$ cat config.mk
export PLATFORM = sky130hd
export DESIGN_NAME = mdu_hilo
export DESIGN_NICKNAME = d
export VERILOG_FILES = /design/src/rtl/mdu_hilo.sv
export SDC_FILE = /design/constraint.sdc
export NUM_CORES = 1
export LEC_CHECK = 0
export ABC_AREA = 1
export ABC_CLOCK_PERIOD_IN_PS = 3400
export BUFFER_PORTS_ARGS = -buffer_cell sky130_fd_sc_hd__buf_4
export CAP_MARGIN = 20
export CORE_UTILIZATION = 45
export CTS_BUF_LIST = sky130_fd_sc_hd__clkbuf_16
export CTS_CLUSTER_DIAMETER = 30
export CTS_CLUSTER_SIZE = 24
export DETAILED_ROUTE_END_ITERATION = 6
export GPL_TIMING_DRIVEN = 0
export PLACE_DENSITY = 0.64
export SETUP_SLACK_MARGIN = 0.1
export SYNTH_ARGS = -nofsm -noshare
export SYNTH_HDL_FRONTEND = slang
export SYNTH_SLANG_ARGS = --single-unit
$ cat constraint.sdc
create_clock -name clk -period 3.4 [get_ports clk]
set_clock_uncertainty 0.05 [all_clocks]
set_input_delay 0.34 -clock clk [delete_from_list [all_inputs] [get_ports clk]]
set_output_delay 0.34 -clock clk [all_outputs]
set_load 0.01 [all_outputs]
$ cat src/rtl/mdu_hilo.sv
// mdu_hilo: iterative multiply/divide unit with architectural HI/LO registers.
// One multiplier bit (shift-add) or one quotient bit (restoring divide) is
// processed per clock. Signed operations run on magnitudes and the result
// signs are fixed up on the final iteration. HI/LO are only ever written by a
// completed MULT/DIV, by MTHI/MTLO, or by reset.
module mdu_hilo #(
  parameter int WIDTH = 32,
  parameter int CNT_W = 6
) (
  input  logic             clk,
  input  logic             rst,
  input  logic             start,
  input  logic [2:0]       oper,
  input  logic [WIDTH-1:0] a,
  input  logic [WIDTH-1:0] b,
  input  logic             cancel,
  output logic             busy,
  output logic             done,
  output logic [WIDTH-1:0] hi,
  output logic [WIDTH-1:0] lo
);

  localparam logic [2:0] OP_MULT  = 3'd1;
  localparam logic [2:0] OP_MULTU = 3'd2;
  localparam logic [2:0] OP_DIV   = 3'd3;
  localparam logic [2:0] OP_DIVU  = 3'd4;
  localparam logic [2:0] OP_MTHI  = 3'd5;
  localparam logic [2:0] OP_MTLO  = 3'd6;

  localparam logic [CNT_W-1:0] LAST_CNT = CNT_W'(WIDTH - 1);
  localparam logic [WIDTH-1:0] ZERO_W   = {WIDTH{1'b0}};
  localparam logic [WIDTH-1:0] ONES_W   = {WIDTH{1'b1}};

  typedef enum logic [1:0] {
    ST_IDLE = 2'd0,
    ST_MUL  = 2'd1,
    ST_DIV  = 2'd2
  } state_t;

  state_t                 state_r, state_s;
  logic                   busy_r, done_r;
  logic [WIDTH-1:0]       hi_r, lo_r;
  logic [WIDTH-1:0]       acc_r;     // product high half / partial remainder
  logic [WIDTH-1:0]       q_r;       // multiplier bits / dividend-quotient shifter
  logic [WIDTH-1:0]       opb_r;     // multiplicand / divisor magnitude
  logic [CNT_W-1:0]       cnt_r;
  logic                   neg_lo_r;  // negate product, or negate quotient
  logic                   neg_hi_r;  // negate remainder
  logic                   div0_r;    // divisor was zero

  logic                   go_s, is_mul_s, is_div_s, is_signed_s;
  logic                   sa_s, sb_s, b_zero_s, last_s;
  logic [WIDTH-1:0]       mag_a_s, mag_b_s;
  logic [WIDTH:0]         mul_sum_s, div_trial_s;
  logic                   div_ok_s;
  logic [WIDTH-1:0]       mul_acc_s, mul_q_s, div_acc_s, div_q_s;
  logic [2*WIDTH-1:0]     prod_s, prod_fin_s;
  logic [WIDTH-1:0]       quo_fin_s, rem_fin_s;

  assign busy = busy_r;
  assign done = done_r;
  assign hi   = hi_r;
  assign lo   = lo_r;

  // Launch decode: operand magnitudes and result signs for a new operation.
  always_comb begin
    go_s        = (state_r == ST_IDLE) && start && !cancel;
    is_mul_s    = (oper == OP_MULT) || (oper == OP_MULTU);
    is_div_s    = (oper == OP_DIV)  || (oper == OP_DIVU);
    is_signed_s = (oper == OP_MULT) || (oper == OP_DIV);
    sa_s        = is_signed_s & a[WIDTH-1];
    sb_s        = is_signed_s & b[WIDTH-1];
    b_zero_s    = (b == ZERO_W);
    mag_a_s     = sa_s ? (ZERO_W - a) : a;
    mag_b_s     = sb_s ? (ZERO_W - b) : b;
    last_s      = (cnt_r == LAST_CNT);
  end

  // Next-state logic: launch from IDLE, return on final iteration or cancel.
  always_comb begin
    state_s = state_r;
    case (state_r)
      ST_IDLE: begin
        if (go_s && is_mul_s) begin
          state_s = ST_MUL;
        end else if (go_s && is_div_s) begin
          state_s = ST_DIV;
        end else begin
          state_s = ST_IDLE;
        end
      end
      ST_MUL, ST_DIV: begin
        if (cancel || last_s) begin
          state_s = ST_IDLE;
        end else begin
          state_s = state_r;
        end
      end
      default: state_s = ST_IDLE;
    endcase
  end

  // One iteration step for both datapaths plus the sign-corrected final results.
  always_comb begin
    mul_sum_s   = {1'b0, acc_r} + (q_r[0] ? {1'b0, opb_r} : {(WIDTH+1){1'b0}});
    mul_acc_s   = mul_sum_s[WIDTH:1];
    mul_q_s     = {mul_sum_s[0], q_r[WIDTH-1:1]};
    div_trial_s = {acc_r, q_r[WIDTH-1]} - {1'b0, opb_r};
    div_ok_s    = !div_trial_s[WIDTH];
    if (div_ok_s) begin
      div_acc_s = div_trial_s[WIDTH-1:0];
    end else begin
      div_acc_s = {acc_r[WIDTH-2:0], q_r[WIDTH-1]};
    end
    div_q_s     = {q_r[WIDTH-2:0], div_ok_s};
    prod_s      = {mul_acc_s, mul_q_s};
    if (neg_lo_r) begin
      prod_fin_s = {(2*WIDTH){1'b0}} - prod_s;
    end else begin
      prod_fin_s = prod_s;
    end
    if (div0_r) begin
      quo_fin_s = ONES_W;
    end else if (neg_lo_r) begin
      quo_fin_s = ZERO_W - div_q_s;
    end else begin
      quo_fin_s = div_q_s;
    end
    if (neg_hi_r) begin
      rem_fin_s = ZERO_W - div_acc_s;
    end else begin
      rem_fin_s = div_acc_s;
    end
  end

  // State register and busy flag (busy mirrors "not IDLE" after each edge).
  always_ff @(posedge clk) begin
    if (rst) begin
      state_r <= ST_IDLE;
      busy_r  <= 1'b0;
    end else begin
      state_r <= state_s;
      busy_r  <= (state_s != ST_IDLE);
    end
  end

  // Datapath: operand latch, per-cycle iteration, HI/LO writes and done pulse.
  always_ff @(posedge clk) begin
    if (rst) begin
      hi_r     <= ZERO_W;
      lo_r     <= ZERO_W;
      done_r   <= 1'b0;
      acc_r    <= ZERO_W;
      q_r      <= ZERO_W;
      opb_r    <= ZERO_W;
      cnt_r    <= {CNT_W{1'b0}};
      neg_lo_r <= 1'b0;
      neg_hi_r <= 1'b0;
      div0_r   <= 1'b0;
    end else begin
      done_r <= 1'b0;
      case (state_r)
        ST_IDLE: begin
          if (go_s) begin
            case (oper)
              OP_MULT, OP_MULTU: begin
                acc_r    <= ZERO_W;
                q_r      <= mag_b_s;
                opb_r    <= mag_a_s;
                cnt_r    <= {CNT_W{1'b0}};
                neg_lo_r <= sa_s ^ sb_s;
                neg_hi_r <= sa_s ^ sb_s;
                div0_r   <= 1'b0;
              end
              OP_DIV, OP_DIVU: begin
                acc_r    <= ZERO_W;
                q_r      <= mag_a_s;
                opb_r    <= mag_b_s;
                cnt_r    <= {CNT_W{1'b0}};
                neg_lo_r <= (sa_s ^ sb_s) & !b_zero_s;
                neg_hi_r <= sa_s;
                div0_r   <= b_zero_s;
              end
              OP_MTHI: hi_r <= a;
              OP_MTLO: lo_r <= a;
              default: ;
            endcase
          end
        end
        ST_MUL: begin
          if (cancel) begin
            cnt_r <= {CNT_W{1'b0}};
          end else if (last_s) begin
            hi_r   <= prod_fin_s[2*WIDTH-1:WIDTH];
            lo_r   <= prod_fin_s[WIDTH-1:0];
            done_r <= 1'b1;
            cnt_r  <= {CNT_W{1'b0}};
          end else begin
            acc_r <= mul_acc_s;
            q_r   <= mul_q_s;
            cnt_r <= cnt_r + {{(CNT_W-1){1'b0}}, 1'b1};
          end
        end
        ST_DIV: begin
          if (cancel) begin
            cnt_r <= {CNT_W{1'b0}};
          end else if (last_s) begin
            hi_r   <= rem_fin_s;
            lo_r   <= quo_fin_s;
            done_r <= 1'b1;
            cnt_r  <= {CNT_W{1'b0}};
          end else begin
            acc_r <= div_acc_s;
            q_r   <= div_q_s;
            cnt_r <= cnt_r + {{(CNT_W-1){1'b0}}, 1'b1};
          end
        end
        default: cnt_r <= {CNT_W{1'b0}};
      endcase
    end
  end

endmodule

## After elaboration in Yosys (flattened, before gate mapping)

Index checks and enable logic that the tools add are counted.

| word-level totals | value |
|---|---|
| bits in registers | 173 |
| word-level logic and storage cells | 122 |
| output and inout bits | 66 |
| input port bits | 71 |

| operators by class | value |
|---|---|
| equal/unequal tests | 20 |
| reduce and logical (&&, ||, !) cells | 27 |
| bitwise logic cells | 5 |
| add/subtract/negate cells | 8 |
| multiplexer cells | 50 |

Operators by type and width:

| operator | number |
|---|---|
| 32-bit two-way mux | 30 |
| 32-bit one-hot mux with 3 select lines | 4 |
| 32-bit one-hot mux with 2 select lines | 2 |
| 1-bit by 32-bit subtractor with 32-bit output, first input constant | 4 |
| 64-bit two-way mux | 1 |
| 1-bit by 64-bit subtractor with 64-bit output, first input constant | 1 |
| 32-bit by 32-bit adder with 33-bit output | 1 |
| 33-bit by 32-bit subtractor with 33-bit output | 1 |
| 32-bit logical NOT | 1 |
| 7-bit AND reduction | 4 |
| 6-bit two-way mux | 4 |
| 2-bit != test, second input constant | 8 |
| 6-bit one-hot mux with 2 select lines | 1 |
| 3-bit == test, second input constant | 3 |
| 6-bit by 1-bit adder with 6-bit output, second input constant | 1 |
| 3-bit by 2-bit == test with 1-bit output, second input constant | 2 |
| 6-bit by 5-bit == test with 1-bit output, second input constant | 1 |
| 2-bit two-way mux | 3 |
| 1-bit one-hot mux with 2 select lines | 3 |
| 2-bit OR reduction | 3 |
| 1-bit logical AND | 4 |
| 1-bit logical OR | 4 |
| 2-bit by 1-bit != test with 1-bit output, second input constant | 2 |
| 2-bit one-hot mux with 2 select lines | 1 |
| other kinds (16) | 21 |

## Logic depth before layout (Yosys ltp)

| logic depth | value |
|---|---|
| depth in word-level cells | 8 |
| depth in mapped cells | 30 |
| depth with buffers taken out | 28 |

## Worst setup path after synthesis

No wires, ideal clock.

| timing path | value |
|---|---|
| path type | register to register |
| start point | register q_r[0] |
| end point | register hi_r[30] (netlist: hi[30]) |
| library setup time | 0.066 ns |
| data required time | 3.284 ns |
| clock period less this slack | 3.539 ns |
| stages on the path, launching flop included | 28 |
| arrival | 3.422 ns |
| slack | -0.139 ns |
| path buffers | 2 |
| cells stage by stage | dfxtp_1 > clkbuf_1 > clkbuf_1 > nand2_1 > inv_1 > ha_1 > inv_1 > fa_1 > inv_1 > nand3_1 > nand2_1 > nand2_1 > nand2_1 > nand2_1 > nand2_1 > xnor2_1 > inv_1 > nor3_1 > nand3b_1 > nand2_1 > nand2_1 > nor2_2 > nand2_1 > nand2_1 > nand2_1 > nand2_1 > nand2_1 > a21oi_2 |

| on the way | value |
|---|---|
| word-level cells in the longest chain between the ends | 7 |

RTL lines:

| element | line | source |
|---|---|---|
| start, declared | 44 | `logic [WIDTH-1:0] q_r;` |
| start signal, assigned | 168 | `q_r <= mag_b_s;` |
| start signal, assigned | 177 | `q_r <= mag_a_s;` |
| start signal, assigned | 200 | `q_r <= mul_q_s;` |
| 32-bit two-way mux (*) | 105 | `mul_sum_s = {1'b0, acc_r} + (q_r[0] ? {1'b0, opb_r} : {(WIDTH+1){1'b0}});` |
| 32-bit by 32-bit adder with 33-bit output (*) | 105 |  |
| 1-bit by 64-bit subtractor with 64-bit output | 118 | `prod_fin_s = {(2*WIDTH){1'b0}} - prod_s;` |
| 64-bit two-way mux (*) | 117 | `if (neg_lo_r) begin` |
| 32-bit two-way mux (*) | 193 | `end else if (last_s) begin` |
| 32-bit two-way mux (*) | 191 | `if (cancel) begin` |
| 32-bit one-hot mux with 3 select lines (*) | 162 | `case (state_r)` |
| end signal, assigned | 194 | `hi_r <= prod_fin_s[2*WIDTH-1:WIDTH];` |
| end signal, assigned | 208 | `hi_r <= rem_fin_s;` |
| end, declared | 42 | `logic [WIDTH-1:0] hi_r, lo_r;` |

Mark *: on every way between the ends. The rest lies on a longest branch, timed or not. The select of a mux whose other input is x is not followed.
A chain may end at the register's enable or synchronous reset.

## Final worst setup path

| timing path | value |
|---|---|
| start point | register opb_r[29] |
| end point | register hi_r[30] (netlist: hi[30]) |

| on the way | value |
|---|---|
| word-level cells in the longest chain between the ends | 7 |
| elaborated cells on any way between the ends | 13 |
| classes of those cells | add/sub: 4; mux: 9 |

RTL lines:

| element | line | source |
|---|---|---|
| start, declared | 45 | `logic [WIDTH-1:0] opb_r;` |
| start signal, assigned | 169 | `opb_r <= mag_a_s;` |
| start signal, assigned | 178 | `opb_r <= mag_b_s;` |
| 32-bit two-way mux / 33-bit by 32-bit subtractor with 33-bit output (equally long branches) | 105, 108 |  |
| 32-bit by 32-bit adder with 33-bit output / 32-bit two-way mux (equally long branches) | 105, 110 |  |
| 1-bit by 64-bit subtractor with 64-bit output / 1-bit by 32-bit subtractor with 32-bit output (equally long branches) | 118, 130 |  |
| 64-bit two-way mux / 32-bit two-way mux (equally long branches) | 117, 129 |  |
| 32-bit two-way mux (on tied branches) | 193, 207 |  |
| 32-bit two-way mux (on tied branches) | 191, 205 |  |
| 32-bit one-hot mux with 3 select lines (*) | 162 |  |

Marked as above.

==> results.ini <==
[critical_path]
cp.required_ns=3.80
crit_arrival_ns=4.14
cp_max_fo=6
end_kind=register
start_kind=register
criticalPathCategory=reg -> reg

[clock_network]
tritoncts=done
h-tree-depth=4
cts_buffers=17
clock_latency_ns=0.52
cts.path.max_buffers=2
cts_sinks=173
clk_pin_slew_ns=0.08
hold_buffers=0
cts_root_buffer=clkbuf_16

[logic_synthesis]
synth_edf_count=0
synth_cells=3398
yosys-top-cells-area=nand2_1 (19%), dfxtp_1 (18%), inv_1 (8.4%), a21oi_1 (7.2%), o21ai_0 (7.2%)
syn_area_um2=18960
synth_cell_types=58
yosysTopAreaCell=nand2_1
synthArstFlopShare_pct=0
syn_nets=3545
yosysWarnings=0
synth_seq_area_share_pct=18.27
ys_ff_latch=173
syn_area_per_cell_um2=5.579
netlist.area_leader.share_pct=18.91
ys.flop_type=dfxtp_1

[route]
viasPerCell=6.203
dr_total_vias=25970
drt_iter0_drc=3382
drc=0
wire_per_inst_um=25.08
routed_wl_um=105000
dr.pass1.iters=6
ant_nets=0

[floorplanning]
dieHeight_um=207.3
die-area_um2=42950
fp-row-count=74
initial_utilization_pct=46.01
design.core.area_um2=41200
ios=137
die_w_um=207.3

[run]
maxCapViolCount=0

[power]
ir_drop_uv=400.8
power.leakage_nw=11.41
powerDensity_nw_per_um2=319.8
total_power_mw=7.842

[global_routing]
grt_pass1_vias=24450
grt_pass1_wl_um=149600
grt-ovfl-total=0
grt_usage_pct=46.97
grt_max_degree=19
antenna_found_initial=3

[final_layout]
drive_above_1_share_pct=21.59
antennaDiodeCount=0
areaGrowthSynthToFinish_pct=29.35
layout.cells.non_filler=4187
nets=3789

[timing]
maxSlewViolCount=0
worst_pin_slew_ns=1.203
final.setup.worst_slack_ns=-0.3486
finalHoldViolations=0
final-setup-viol-count=47
rsz0062_at_grt=true
slew_headroom_pct=19.82
fmax_mhz=266.8
fin_crit_sh_pct=110.3
period_minus_slack_ns=3.749

[outcome]
status=complete, but fails checks
violations=setup timing

[placement]
port_buffers=136
detailed_place_hpwl_um=82100
gp_congestion=1.075
dp.cells=4066

[hold_path]
hold_class=in -> reg

-- worst paths after layout --
kind         cells past startpoint       end  slack [ns]      start
max                             25    hi[30]       -0.35  opb_r[29]
min                              2      done        0.01     cancel
max reg2reg                     25    hi[30]       -0.35  opb_r[29]
min reg2reg                      2  cnt_r[5]        0.43   cnt_r[5]
-- per-stage QoR --
stage / setup TNS (ns) / util, % / hold slack (ns) / area [um^2] / worst slack (ns)
2_1_floorplan: 0 / - / 0.3681 / 18980 / 0.1076
3_3_place_gp: -55.77 / 50.16 / 0.4052 / 20670 / -1.202
4_1_cts: -5.374 / 56.63 / 0.003546 / 23330 / -0.2472
6_report: -7.976 / 59.52 / 0.01106 / 24520 / -0.3486
5_1_grt: -12.63 / 59.52 / 0.006599 / 24520 / -0.4281
3_5_place_dp: -61.71 / 50.16 / 0.4205 / 20670 / -1.210
-- power by group --
| part | internal [mW] | total (mW) | switching [mW] |
|---|---|---|---|
| combinational | 1.17 | 3.61 | 2.44 |
| clock | 0.971 | 2.05 | 1.08 |
| sequential | 2.10 | 2.18 | 0.0810 |
-- layout make-up --
cell class	count	area, um^2
Inverter	430	1630
Clock inverter	15	151.4
Sequential cell	173	3521
Tap cell	532	665.6
Fill cell	4043	16680
Clock buffer	17	425.4
Buffer	158	789.5
Multi-Input combinational cell	2636	15470
Timing Repair Buffer	226	1871
-- cells in the mapped netlist, types with 9 or more instances --
master	instances
a31oi_1	31
or2_2	11
o22ai_1	31
o21bai_1	12
inv_1	422
nand2_2	25
nor4_1	14
nand2_1	955
nand3b_1	9
xnor2_1	26
a221oi_1	11
o21ai_1	11
nand3_1	222
o211ai_1	37
nand4_1	38
nor2_1	359
xor2_1	87
nor3_1	59
o21ai_0	271
ha_1	74
nor2_2	10
dfxtp_1	173
buf_2	10
a21oi_1	272
clkbuf_1	130
buf_1	14
-- layer usage --
layer | up-vias | part of all wire [%] | global-route usage, %
met1 | 12000 | 36 | 54.12
met5 | - | 0.13 | 0
met2 | 1865 | 43 | 72.60
li1 | 11590 | - | -
met4 | 8 | 9.9 | 40.86
met3 | 512 | 11 | 12.12
-- state kept, by name, summed over array words and instances, names as in the netlist --
register  count
acc_r        32
q_r          32
neg_hi_r      1
div0_r        1
cnt_r         6
hi           32
neg_lo_r      1
state_r       2
lo           32
busy          1
done          1
opb_r        32
-- timing repair --
| item | 4_1_cts | 5_1_grt |
|---|---|---|
| endpoints found under the hold margin | 0 | 0 |
| cloned | 3 | 0 |
| buffers inserted | 63 | 26 |
| resized for setup | 401 | 304 |
| pin swaps | 125 | 142 |
| setup endpoints to repair | 127 | 111 |
-- cell families (layout without fill, tap and decap cells) --
| logic type | count (synthesis) | in the layout | synth area share [%] |
|---|---|---|---|
| flops | 173 | 173 | 18.27 |
| xor+xnor | 114 | 114 | 5.306 |
| fa+ha+maj | 76 | 76 | 5.095 |
| simple gates | 1716 | 1716 | 37.78 |
| buf+inv | 589 | 846 | 11.91 |
| compound gates | 730 | 730 | 21.64 |
-- worst max-delay path, cell delays in order, from the launching register on --
cell and delay (ns):
dfxtp_2 0.42, inv_1 0.07, ha_2 0.39, nand2_1 0.12, nor2_2 0.19, nand2_2 0.11, inv_1 0.11, a21oi_4 0.08
buf_4 0.16, nand2_8 0.08, nand2_8 0.07, nand2_8 0.10, buf_12 0.14, nand2_2 0.14, nand2_2 0.15, buf_4 0.18
nand3_4 0.11, nor2_4 0.16, nand3_1 0.10, nand2_2 0.15, nand2_1 0.12, nand2_2 0.10, nand3_2 0.09, nand2_2 0.11
nand2_1 0.07, a21oi_2 0.11
-- placed cells by master (no fill, tap or decap), drive strengths merged, types with 3 or more instances in the layout --
cell type  instances
nand2            985
inv              435
nor2             371
o21ai            286
a21oi            280
buf              255
nand3            223
dfxtp            173
clkbuf           145
xor2              87
ha                74
nor3              60
nand4             38
o211ai            37
a31oi             31
o22ai             31
xnor2             27
nor4              14
o21bai            12
a221oi            11
or2               11
nand3b             9
o31ai              8
clkinv             8
a21boi             6
o21a               4
o221ai             4
nor3b              4
o2111ai            4
a41oi              3
a32o               3
Power figures use the tool's default switching activity.
